## src/rtl/nn_layer_sequencer.sv

```systemverilog
// Sequencer for one 784-20-20-10 inference pass: walks the weight/IO BRAM
// addresses, issues MAC strobes aligned to BRAM latency and writes back each layer.
//
// state | meaning
// IDLE  | waiting for start, all outputs low
// MAC   | stream inputs/weights at base+k
// BIAS  | fetch bias word at base+N_in
// DRAIN | wait RD_LAT cycles for the last data to land
// WRITE | write neuron j result to out_base+j
// DONE  | one-cycle done pulse
module nn_layer_sequencer #(
  parameter int RD_LAT = 1,
  parameter int N_MAX  = 20
) (
  input  logic                       Clk,
  input  logic                       Reset,
  input  logic                       start,
  output logic                       busy,
  output logic                       done,
  output logic [1:0]                 layer,
  output logic [9:0]                 weight_addr,
  output logic [9:0]                 io_addr,
  output logic                       io_we,
  output logic [$clog2(N_MAX)-1:0]   out_sel,
  output logic                       mac_clr,
  output logic                       mac_en,
  output logic                       bias_en,
  output logic                       relu_en
);

  localparam int SEL_W = $clog2(N_MAX);

  typedef enum logic [2:0] {
    S_IDLE, S_MAC, S_BIAS, S_DRAIN, S_WRITE, S_DONE
  } state_t;

  state_t            state_q, state_d;
  logic [9:0]        k_q, k_d;
  logic [SEL_W-1:0]  j_q, j_d;
  logic [1:0]        layer_q, layer_d;
  logic [1:0]        drain_q, drain_d;
  logic [RD_LAT-1:0] mac_sr, bias_sr;

  logic [9:0]        base, n_in_m1, out_base;
  logic [SEL_W-1:0]  n_out_m1;
  logic              relu;

  always_comb begin
    base     = '0;
    n_in_m1  = '0;
    out_base = '0;
    n_out_m1 = '0;
    relu     = 1'b0;
    case (layer_q)
      2'd1: begin base = 10'h000; n_in_m1 = 10'd783; out_base = 10'h311; n_out_m1 = SEL_W'(19); relu = 1'b1; end
      2'd2: begin base = 10'h311; n_in_m1 = 10'd19;  out_base = 10'h326; n_out_m1 = SEL_W'(19); relu = 1'b1; end
      2'd3: begin base = 10'h326; n_in_m1 = 10'd19;  out_base = 10'h33B; n_out_m1 = SEL_W'(9);  relu = 1'b0; end
      default: ;
    endcase
  end

  always_ff @(posedge Clk) begin
    if (Reset) begin
      state_q <= S_IDLE;
      k_q     <= '0;
      j_q     <= '0;
      layer_q <= '0;
      drain_q <= '0;
      mac_sr  <= '0;
      bias_sr <= '0;
    end else begin
      state_q <= state_d;
      k_q     <= k_d;
      j_q     <= j_d;
      layer_q <= layer_d;
      drain_q <= drain_d;
      mac_sr  <= (mac_sr << 1)  | RD_LAT'(state_q == S_MAC);
      bias_sr <= (bias_sr << 1) | RD_LAT'(state_q == S_BIAS);
    end
  end

  always_comb begin
    state_d = state_q;
    k_d     = k_q;
    j_d     = j_q;
    layer_d = layer_q;
    drain_d = drain_q;
    case (state_q)
      S_IDLE:
        if (start) begin
          state_d = S_MAC;
          layer_d = 2'd1;
          k_d     = '0;
        end
      S_MAC:
        if (k_q == n_in_m1) state_d = S_BIAS;
        else                k_d = k_q + 10'd1;
      S_BIAS: begin
        state_d = S_DRAIN;
        drain_d = 2'(RD_LAT - 1);
      end
      S_DRAIN:
        if (drain_q == 2'd0) begin
          state_d = S_WRITE;
          j_d     = '0;
        end else begin
          drain_d = drain_q - 2'd1;
        end
      S_WRITE:
        if (j_q == n_out_m1) begin
          if (layer_q == 2'd3) begin
            state_d = S_DONE;
          end else begin
            state_d = S_MAC;
            layer_d = layer_q + 2'd1;
            k_d     = '0;
          end
        end else begin
          j_d = j_q + SEL_W'(1);
        end
      S_DONE: begin
        state_d = S_IDLE;
        layer_d = '0;
      end
      default: state_d = S_IDLE;
    endcase
  end

  // Address and strobe decode; BIAS/DRAIN/WRITE hold the bias address on the weight side.
  always_comb begin
    busy        = 1'b0;
    done        = 1'b0;
    layer       = '0;
    weight_addr = '0;
    io_addr     = '0;
    io_we       = 1'b0;
    out_sel     = '0;
    mac_clr     = 1'b0;
    relu_en     = 1'b0;
    case (state_q)
      S_MAC: begin
        busy        = 1'b1;
        layer       = layer_q;
        weight_addr = base + k_q;
        io_addr     = base + k_q;
        mac_clr     = (k_q == 10'd0);
      end
      S_BIAS, S_DRAIN: begin
        busy        = 1'b1;
        layer       = layer_q;
        weight_addr = base + n_in_m1 + 10'd1;
        io_addr     = base + k_q;
      end
      S_WRITE: begin
        busy        = 1'b1;
        layer       = layer_q;
        weight_addr = base + n_in_m1 + 10'd1;
        io_addr     = out_base + 10'(j_q);
        io_we       = 1'b1;
        out_sel     = j_q;
        relu_en     = relu;
      end
      S_DONE: done = 1'b1;
      default: ;
    endcase
  end

  assign mac_en  = mac_sr[RD_LAT-1];
  assign bias_en = bias_sr[RD_LAT-1];

endmodule

```

## config.mk

```make
export PLATFORM = sky130hd
export DESIGN_NAME = nn_layer_sequencer
export DESIGN_NICKNAME = d
export VERILOG_FILES = /design/src/rtl/nn_layer_sequencer.sv
export SDC_FILE = /design/constraint.sdc
export NUM_CORES = 1
export LEC_CHECK = 0
export CAP_MARGIN = 20
export CORE_UTILIZATION = 55
export CTS_CLUSTER_DIAMETER = 60
export DETAILED_ROUTE_END_ITERATION = 6
export HOLD_SLACK_MARGIN = 0.15
export PLACE_DENSITY = 0.84
export SETUP_SLACK_MARGIN = 0.3
export SLEW_MARGIN = 20
export SYNTH_ARGS = -nofsm -noshare
export SYNTH_HDL_FRONTEND = slang
export SYNTH_SLANG_ARGS = --single-unit
export TNS_END_PERCENT = 30
```

## constraint.sdc

```tcl
create_clock -name Clk -period 3.8 [get_ports Clk]
set_input_delay 0.38 -clock Clk [delete_from_list [all_inputs] [get_ports Clk]]
set_output_delay 0.38 -clock Clk [all_outputs]
set_load 0.005 [all_outputs]
```

==> reports/metrics.yaml, run 1 <==
worstPathRequired_ns: 3.42
tightest_slew_ns: 0.967
grt_max_degree: 28
maxCapViolCount: 0
synth-seq-cells: 24
area_growth_pct: 19.7
vias_per_cell: 6.28
grtUsageTotal_pct: 29.6
syn-cell-area_mm2: 0.00237
remaining_drc_errors: 0
p_int_mw: 0.506
start_util_pct: 58.3
yosys-top-cells-area: "dfxtp_1, ha_1, xnor2_1"
final_layout_size_suffix_gt1_share_pct: 8.28
cts_max_level: 1
fp.dieW_um: 67.6
n_fill_cell: 346
die_y_um: 67.6
drtIter0Drc: 274
grt_remaining_overflow: 0
slew_headroom_pct: 35.3
synth_seq_area_share_pct: 20.3
cts_inserted_buffers: 3
min-delay-path-class: "reg -> reg"
coreArea_mm2: 0.00406
final_cells: 388
synth_cell_types: 60
clk_latency_ns: 0.27
grt_pass1_vias: 2195
synth_xor_area_share_pct: 9.25
synth_adder_area_share_pct: 11.4
dpl.hpwl_um: 4610
finalNetCount: 363
end_kind: "output port"
first_pass_iters: 5
synthFlopType: "dfxtp_1"
synth_top_cell_area_share_pct: 20.3
outcome: "complete, no violations"
setup-tns-final_ns: 0
pwr-share-seq_pct: 37.0
synthTopCellsByCount: "nor2_1, dfxtp_1, inv_1"
async_flop_share_pct: 0
crit_type: "reg -> out"
start_kind: "register"
clock_path_buffers: 2
clk_pin_slew_ns: 0.09
row_count: 23
ios: 37
p_sw_mw: 0.273
tritoncts: "yes"
clock_sinks: 24
dp_cells: 384
yosysMostFrequentCell: "nor2_1"
routabilityCongestion: 0.897
crit_fanout: 11
synth_top_family_by_area: "compound AO/OA/AOI/OAI gates"
synth-simple-area-share_pct: 24.9
diodes: 0
critical_path_arrival_ns: 3.22
drt.antenna.violating_nets: 0
fin_skew_ns: 0.00202
min_period_ns: 3.60
root_buffer: "clkbuf_8"
postCtsHoldBufs: 0
synth-compound-area-share_pct: 26.3
grt_first_pass_wirelength_um: 10300
antenna_found_initial: 0
switching_share_pct: 35.0
power_density_mw_per_mm2: 275
syn_area_per_cell_um2: 7.49
rsz0062_at_grt: "yes"
report.final.hold_viol_count: 0
syn_inst: 316
seqCellArea_um2: 482
routed_wl_um: 6420
synth_warnings: 0
report.final.slew_viol_count: 0
synth.area.mux_share_pct: 0
fmax_mhz: 278
dieArea_mm2: 0.00457
setup_viol: 0
wire_per_inst_um: 16.5
leakage_nw: 1.10
final_util_pct: 69.8
vias: 2436
power_frac_comb_pct: 33.3
fin_crit_sh_pct: 94.6
power_frac_clock_pct: 29.7
synth_edf_count: 0
portBuffers: 36
ir_worst_vdd_uv: 180
syn_nets: 340
synth_top_area_cell: "dfxtp_1"
multiInputGateArea_mm2: 0.00173
## final cells by class
cell class                 count  share of cell area, %
multi-input combinational    247                   61.1
sequential                    24                   17.0
timing repair buffer          41                   14.2
inverter                      22                   2.92
tap                           50                   2.21
clock buffer                   3                   1.46
clock inverter                 1                   1.06
## metal layers
layer	GRT usage (%)	up-vias	routed length [um]	share of wire, %
met4	13.3	0	109	1.7
met3	3.72	12	548	8.5
met5	0	-	0	0
li1	-	1165	-	-
met2	46.3	135	2990	47
met1	40.1	1124	2770	43
## worst paths after layout
path         startpoint              to  slack (ns)  cells after the start
max          layer_q[0]  weight_addr[8]        0.20                     12
min          drain_q[0]      drain_q[0]        0.54                      2
max reg2reg  layer_q[0]          k_q[1]        1.02                     10
min reg2reg  drain_q[0]      drain_q[0]        0.54                      2
## cell families after synthesis
family          after synthesis
buf+inv                      45
fa+ha+maj                    21
flops                        24
xor+xnor                     25
compound gates               90
simple gates                111
## repair_timing
item / 4_1_cts / 5_1_grt
pin swaps: 1 / 2
buffers inserted: 0 / 0
resized for setup: 9 / 2
endpoints found under the setup margin: 4 / 7
hold endpoints to repair: 0 / 0
gates cloned: 0 / 0
## stage by stage
| stage | power [mW] | instance area, um^2 | setup WS [ns] | hold slack [ns] |
|---|---|---|---|---|
| after global placement | 0.539 | 2730 | 0.536 | 0.505 |
| after CTS | 0.778 | 2830 | 0.247 | 0.553 |
| final | 0.779 | 2830 | 0.204 | 0.543 |
| after floorplan | 0.461 | 2370 | 0.762 | 0.494 |
| after global routing | 0.817 | 2830 | 0.0936 | 0.603 |
| after detailed placement | 0.544 | 2730 | 0.417 | 0.530 |
## critical path: stages, from the launching register on
cell	delay (ns)
dfxtp_1	0.33
buf_4	0.16
ha_1	0.22
buf_6	0.16
xor2_1	0.14
ha_1	0.24
a21boi_1	0.14
o22ai_1	0.31
o32ai_2	0.14
xnor2_1	0.19
a2bb2oi_1	0.16
o22ai_1	0.21
clkdlybuf4s50_1	0.54
## cells in the final DEF (no fill, tap or decap), types with 4 or more instances in the layout
cell type,count
nor2_1,30
nor4_1,5
and2_1,6
xor2_1,9
inv_1,22
nand2b_1,4
a21o_1,6
a31oi_1,4
nor2b_1,6
o21ai_0,17
buf_4,4
nand2_1,21
xnor2_1,16
nor3_1,7
clkdlybuf4s50_1,34
o22ai_1,13
dfxtp_1,23
a21oi_1,13
nand3_1,7
ha_1,18
and3_1,7
## power groups by stage
stage / Combinational, mW / Sequential, mW / Clock [mW]
CTS: 0.254 / 0.288 / 0.235
finish: 0.259 / 0.288 / 0.232
floorplan: 0.184 / 0.277 / 0
global placement: 0.247 / 0.292 / 0
detailed placement: 0.251 / 0.293 / 0
global route: 0.284 / 0.290 / 0.242
## registers in the layout (all words and copies together) (netlist names)
name     cells
j_q          5
drain_q      2
mac_en       1
layer_q      2
bias_en      1
k_q         10
state_q      3
No activity file was read; power rests on OpenSTA's default activity.
==> inputs of run 2 (changes only) <==
CORE_ASPECT_RATIO = 0.9   (was not set)
==> run 2 against run 1 <==
Clock-buffer cell count did not move. Clock power fell by 34%. Largest power group is now combinational logic. Sequential power fell by 4%. Maximum frequency rose by 0.14%. Non-clock buffer count rose by 1. The flow now finishes with violations (DRC).
==> reports/metrics.yaml, run 2 (synthesis gave the netlist of run 1 again) <==
largest_register_ffs: 10  # unchanged
portBuffers: 36  # unchanged
start_util_pct: 57.7  # was 58.3%
cts_max_level: 1  # unchanged
vias_per_cell: 6.22  # was 6.28
top_regs: "k_q (10), j_q (5), state_q (3)"  # unchanged
routed_wl_um: 6410  # was 6420 um
fmax_mhz: 279  # was 278 MHz
min_period_ns: 3.59  # was 3.60 ns
min-delay-path-class: "reg -> reg"  # unchanged
dpl.hpwl_um: 4640  # was 4610 um
crit_fanout: 11  # unchanged
postCtsHoldBufs: 0  # unchanged
cts_inserted_buffers: 3  # unchanged
critical_path_arrival_ns: 3.21  # was 3.22 ns
top_register: "k_q"  # unchanged
vias: 2402  # was 2436
violations: "DRC"
diodes: 0  # unchanged
rrSetupSlack_ns: 0.94  # was 1.02 ns
power_mw: 0.710  # was 0.779 mW
most-common-layout-cells: "clkdlybuf4s50_1, nor2_1, dfxtp_1"  # unchanged
drt.antenna.violating_nets: 0  # unchanged
grtUsageTotal_pct: 28.9  # was 29.6%
slew_headroom_pct: 36.9  # was 35.3%
grt_remaining_overflow: 0  # unchanged
report.final.hold_viol_count: 0  # unchanged
post_cts_buffers: 0  # unchanged
p_int_mw: 0.440  # was 0.506 mW
clk_latency_ns: 0.27  # about the same
final_util_pct: 68.0  # was 69.8%
ios: 37  # unchanged
switching_share_pct: 38.0  # was 35.0%
rsz0062_at_grt: "yes"  # unchanged
clock_path_buffers: 2  # unchanged
dieArea_mm2: 0.00457  # about the same
fp.dieW_um: 71.1  # was 67.6 um
leakage_nw: 1.09  # was 1.10 nW
fin_crit_sh_pct: 94.5  # was 94.6%
n_fill_cell: 352  # was 346
maxCapViolCount: 0  # unchanged
antenna_found_initial: 0  # unchanged
remaining_drc_errors: 4  # was 0
power_frac_clock_pct: 21.8  # was 29.7%
area_growth_pct: 17.9  # was 19.7%
start_kind: "register"  # unchanged
tightest_slew_ns: 0.943  # was 0.967 ns
end_kind: "output port"  # unchanged
coreArea_mm2: 0.00410  # was 0.00406 mm^2
cpPeakStageDelay_ns: 0.56  # was 0.54 ns
p_sw_mw: 0.269  # was 0.273 mW
report.final.slew_viol_count: 0  # unchanged
wire_per_inst_um: 16.6  # was 16.5 um
ir_worst_vdd_uv: 181  # was 180 uV
final_common_cell: "clkdlybuf4s50_1"  # unchanged
routabilityCongestion: 0.932  # was 0.897
grt_pass1_vias: 2166  # was 2195
finalNetCount: 364  # was 363
first_pass_iters: 7  # was 5
crit_chain: "buf_4 -> ha_1 -> buf_4 -> xor2_1 -> ha_1 -> a21boi_0 -> o22ai_1 -> o32ai_2 -> xnor2_1 -> a2bb2oi_1 -> o22ai_1 -> clkdlybuf4s50_1"  # was buf_4 -> ha_1 -> buf_6 -> xor2_1 -> ha_1 -> a21boi_1 -> o22ai_1 -> o32ai_2 -> xnor2_1 -> a2bb2oi_1 -> o22ai_1 -> clkdlybuf4s50_1
setup_viol: 0  # unchanged
outcome: "complete, but fails checks"  # was complete, no violations
power_frac_comb_pct: 39.4  # was 33.3%
fin_skew_ns: 0.00369  # was 0.00202 ns
die_y_um: 64.2  # was 67.6 um
pwr-share-seq_pct: 38.9  # was 37.0%
row_count: 22  # was 23
cp_num_buf_inv: 3  # unchanged
clock_sinks: 24  # unchanged
setup-tns-final_ns: 0  # unchanged
critPathTopFamily: "buffers and inverters"  # was compound AO/OA/AOI/OAI gates
crit_type: "reg -> out"  # unchanged
grt_first_pass_wirelength_um: 10500  # was 10300 um
final_layout_size_suffix_gt1_share_pct: 7.99  # was 8.28%
worstPathRequired_ns: 3.42  # about the same
tritoncts: "yes"  # unchanged
grt_max_degree: 28  # unchanged
slowest_stage: "clkdlybuf4s50_1"  # unchanged
drtIter0Drc: 248  # was 274
clk_pin_slew_ns: 0.08  # was 0.09 ns
root_buffer: "clkbuf_8"  # unchanged
power_density_mw_per_mm2: 254  # was 275 mW/mm^2
run 2: changes by cell type in the layout (fill, tap and decap cells not counted), sizes merged:
cell and delta:
bufinv -1, buf +1
run 2: area by class of cell:
| cell class | instances | area [um^2] | area share [%] |
|---|---|---|---|
| repair buffers | 42 | 407 | 14.6 |
| multi-input cells | 247 | 1720 | 61.6 |
| flip-flops and latches | 24 | 482 | 17.3 |
| inverters | 22 | 82.6 | 2.96 |
| clock buffers | 3 | 41.3 | 1.48 |
| well taps | 48 | 60.1 | 2.15 |
run 2: layer usage:
metal  GRT usage [%]  up-vias  part of all wire [%]
met5               0        -                     0
met4            8.50        0                   1.7
met3            3.63       12                   6.3
met2            44.8      111                    45
met1            41.8     1112                    47
li1                -     1167                     -
run 2: path summary, 6_finish.rpt:
kind	start	to	depth (start not counted)
setup / recovery	layer_q[0]	weight_addr[8]	12
setup reg to reg	layer_q[0]	k_q[1]	10
hold reg to reg	drain_q[0]	drain_q[0]	2
hold / removal	drain_q[0]	drain_q[0]	2
run 2: timing repair:
item / CTS / global route
setup endpoints to repair: 4 / 8
gates resized for setup: 5 / 2
cloned: 0 / 0
pin swaps: 0 / 2
hold endpoints to repair: 0 / 0
run 2: worst reg2reg max path, stage by stage (launching register included):
cell      delay, ns
dfxtp_1        0.32
buf_4          0.17
ha_1           0.22
buf_4          0.19
ha_1           0.35
nor2_1         0.11
o211ai_1       0.26
o21a_1         0.29
nor3_4         0.34
a21boi_0       0.36
o32ai_2        0.11
run 2: metrics by stage:
stage          hold WS [ns]  area [um^2]  setup WS, ns  std cells
4_1_cts               0.542         2780         0.163        386
6_report              0.538         2790         0.210        386
3_3_place_gp          0.509         2730         0.452        383
3_5_place_dp          0.523         2730         0.293        383
5_1_grt               0.572         2790        0.0561        386
2_1_floorplan         0.494         2370         0.762        316
run 2: power by group through the flow:
| stage | combinational [mW] | sequential [mW] | clock (mW) |
|---|---|---|---|
| floorplan | 0.184 | 0.277 | 0 |
| global placement | 0.266 | 0.281 | 0 |
| detailed placement | 0.271 | 0.281 | 0 |
| CTS | 0.275 | 0.275 | 0.155 |
| global route | 0.302 | 0.278 | 0.165 |
| finish | 0.279 | 0.276 | 0.154 |
==> inputs of run 3 (changes only) <==
ABC_AREA = 1   (was not set)
CORE_UTILIZATION = 59   (was 55)
GPL_TIMING_DRIVEN = 1   (was not set)
PLACE_DENSITY = 0.89   (was 0.84)
clock period = 4.6 ns   (was 3.8 ns; I/O delays follow)
==> run 3 against run 2 <==
The run now ends clean. Via count is 12% higher. Combinational power grew 11%. First-iteration DRC count down 20%. Sequential power decreased by 14%. Register-to-register slack gained 1.2 ns. Largest cell class unchanged. Highest routed layer unchanged.
==> reports/metrics.yaml, run 3 <==
portBuffers: 36  # unchanged
end_kind: "output port"  # unchanged
synth_seq_area_share_pct: 19.8  # was 20.3%
power_frac_clock_pct: 25.4  # was 21.8%
p_sw_mw: 0.280  # was 0.269 mW
final_area_mm2: 0.00287  # was 0.00279 mm^2
grt_pass1_vias: 2489  # was 2166
clk_pin_slew_ns: 0.08  # about the same
rr_worst_depth: 10  # unchanged
cts_inserted_buffers: 3  # unchanged
root_buffer: "clkbuf_8"  # unchanged
finalNetCount: 448  # was 364
syn_inst: 391  # was 316
grtUsageTotal_pct: 31.9  # was 28.9%
final_layout_size_suffix_gt1_share_pct: 9.46  # was 7.99%
switching_share_pct: 38.1  # was 38.0%
vias_per_cell: 5.74  # was 6.22
synth_top_area_cell: "dfxtp_1"  # unchanged
report.final.hold_viol_count: 0  # unchanged
tritoncts: "yes"  # unchanged
power_density_mw_per_mm2: 256  # was 254 mW/mm^2
top_register: "k_q"  # unchanged
synth_warnings: 0  # unchanged
antenna_found_initial: 0  # unchanged
synth_edf_count: 0  # unchanged
leakage_nw: 1.35  # was 1.09 nW
final_common_cell: "nand2_1"  # was clkdlybuf4s50_1
placed_area_mm2: 0.00280  # was 0.00273 mm^2
diodes: 0  # unchanged
post_cts_buffers: 0  # unchanged
dpl.hpwl_um: 5190  # was 4640 um
clk_latency_ns: 0.27  # about the same
setup-tns-final_ns: 0  # unchanged
ir_worst_vdd_uv: 295  # was 181 uV
top_regs: "k_q (10), j_q (5), state_q (3)"  # unchanged
synthFlopType: "dfxtp_1"  # unchanged
clock_path_buffers: 2  # unchanged
wire_per_inst_um: 14.2  # was 16.6 um
syn_nets: 415  # was 340
row_count: 21  # was 22
grt_max_degree: 17  # was 28
min_period_ns: 3.81
report.final.slew_viol_count: 0  # unchanged
fin_skew_ns: 0.00167  # was 0.00369 ns
fmax_mhz: 263
grt_first_pass_wirelength_um: 11300  # was 10500 um
post-place-ws_ns: 1.14  # was 0.293 ns
clock_sinks: 24  # unchanged
min-delay-path-class: "reg -> reg"  # unchanged
largest_register_ffs: 10  # unchanged
timing.final.ws_setup_ns: 0.794  # was 0.210 ns
routabilityCongestion: 0.938  # was 0.932
fp.dieW_um: 69.6  # was 71.1 um
rsz0062_at_grt: "no"  # was yes
syn_area_per_cell_um2: 6.20  # was 7.49 um^2
first_pass_iters: 5  # was 7
async_flop_share_pct: 0  # unchanged
cts_max_level: 1  # unchanged
setup_viol: 0  # unchanged
synth_top_cell_area_share_pct: 19.8  # was 20.3%
coreArea_mm2: 0.00384  # was 0.00410 mm^2
die_y_um: 62.8  # was 64.2 um
area_growth_pct: 18.5  # was 17.9%
start_util_pct: 63.2  # was 57.7%
power_frac_comb_pct: 42.3  # was 39.4%
synth-seq-cells: 24  # unchanged
p_int_mw: 0.454  # was 0.440 mW
yosys-top-cells-area: "dfxtp_1, nand2_1, ha_1"  # was dfxtp_1, ha_1, xnor2_1
drt.antenna.violating_nets: 0  # unchanged
grt_remaining_overflow: 0  # unchanged
drtIter0Drc: 199  # was 248
worstHoldPathCells: 2  # unchanged
n_fill_cell: 325  # was 352
postCtsHoldBufs: 0  # unchanged
critical_path_arrival_ns: 3.35  # was 3.21 ns
slew_headroom_pct: 52.4  # was 36.9%
worstPathRequired_ns: 4.14  # was 3.42 ns
synthTopCellsByCount: "nand2_1, inv_1, nand3_1"  # was nor2_1, dfxtp_1, inv_1
pwr-share-seq_pct: 32.3  # was 38.9%
yosysMostFrequentCell: "nand2_1"  # was nor2_1
vias: 2694  # was 2402
maxCapViolCount: 0  # unchanged
ios: 37  # unchanged
seqCellArea_um2: 480  # was 482 um^2
start_kind: "register"  # unchanged
routed_wl_um: 6680  # was 6410 um
multiInputGateArea_mm2: 0.00168  # was 0.00172 mm^2
dieArea_mm2: 0.00437  # was 0.00457 mm^2
cts_resized: 0  # was 5
final_util_pct: 74.9  # was 68.0%
synth_cell_types: 37  # was 60
most-common-layout-cells: "nand2_1, inv_1, nand3_1"  # was clkdlybuf4s50_1, nor2_1, dfxtp_1
outcome: "complete, no violations"  # was complete, but fails checks
tightest_slew_ns: 0.712  # was 0.943 ns
crit_type: "reg -> out"  # unchanged
fin_crit_sh_pct: 82.7
syn-cell-area_mm2: 0.00242  # was 0.00237 mm^2
remaining_drc_errors: 0  # was 4
crit_fanout: 9  # was 11
==> run 3: cell types whose count changed after synthesis, moves of 6 or more <==
cell,delta
nor2_1,+8
and3_1,-7
inv_2,+12
a21oi_1,+6
nor2b_1,-6
and2_1,-6
clkbuf_1,-12
nand3_1,+33
nand2_1,+78
o22ai_1,-8
xnor2_1,-12
inv_1,+26
==> run 3: cells by family after synthesis <==
kind of cell / synth area share [%]
compound gates: 15.6
xor+xnor: 3.98
flops: 19.8
fa+ha+maj: 11.2
simple gates: 38.5
buf+inv: 10.9
==> run 3: worst paths after layout <==
kind / slack [ns] / endpoint / startpoint
min: 0.48 / drain_q[1] / drain_q[1]
max reg2reg: 2.18 / k_q[6] / layer_q[0]
max: 0.79 / io_addr[4] / layer_q[0]
min reg2reg: 0.48 / drain_q[1] / drain_q[1]
==> run 3: through the flow <==
stage,hold slack [ns],power [mW],cells
2_1_floorplan,0.443,0.447,391
3_3_place_gp,0.467,0.536,465
3_5_place_dp,0.462,0.544,465
4_1_cts,0.476,0.731,469
5_1_grt,0.498,0.776,469
6_report,0.478,0.734,469
==> run 3: routing by layer <==
| metal | vias up | global-route usage [%] | part of all wire [%] |
|---|---|---|---|
| met5 | - | 0 | 0 |
| met4 | 0 | 11.5 | 1.8 |
| met3 | 10 | 3.87 | 8.3 |
| met2 | 132 | 53.2 | 44 |
| met1 | 1219 | 42.1 | 45 |
| li1 | 1333 | - | - |
==> run 3: critical path, cell delays in order (launching register included) <==
cell and delay [ns]:
dfxtp_1 0.51, ha_1 0.42, inv_2 0.08, ha_1 0.27
nor2_4 0.16, inv_1 0.10, fa_1 0.41, nor2_1 0.15
o21ai_0 0.09, nand2_1 0.11, nor2_1 0.05, o22ai_1 0.17
clkdlybuf4s50_1 0.53
==> run 3: final cells by class <==
| type | count | area share, % |
|---|---|---|
| Multi-Input combinational cell | 299 | 58.4 |
| Clock buffer | 3 | 1.44 |
| Clock inverter | 1 | 1.05 |
| Timing Repair Buffer | 36 | 12.5 |
| Inverter | 60 | 7.84 |
| Sequential cell | 24 | 16.7 |
| Tap cell | 46 | 2.00 |
==> run 3: power groups by stage <==
stage                     Sequential, mW  Combinational (mW)  Clock [mW]
after floorplan                    0.235               0.212           0
after global placement             0.240               0.296           0
after detailed placement           0.241               0.303           0
after CTS                          0.236               0.307       0.187
after global routing               0.239               0.343       0.194
final                              0.237               0.311       0.186
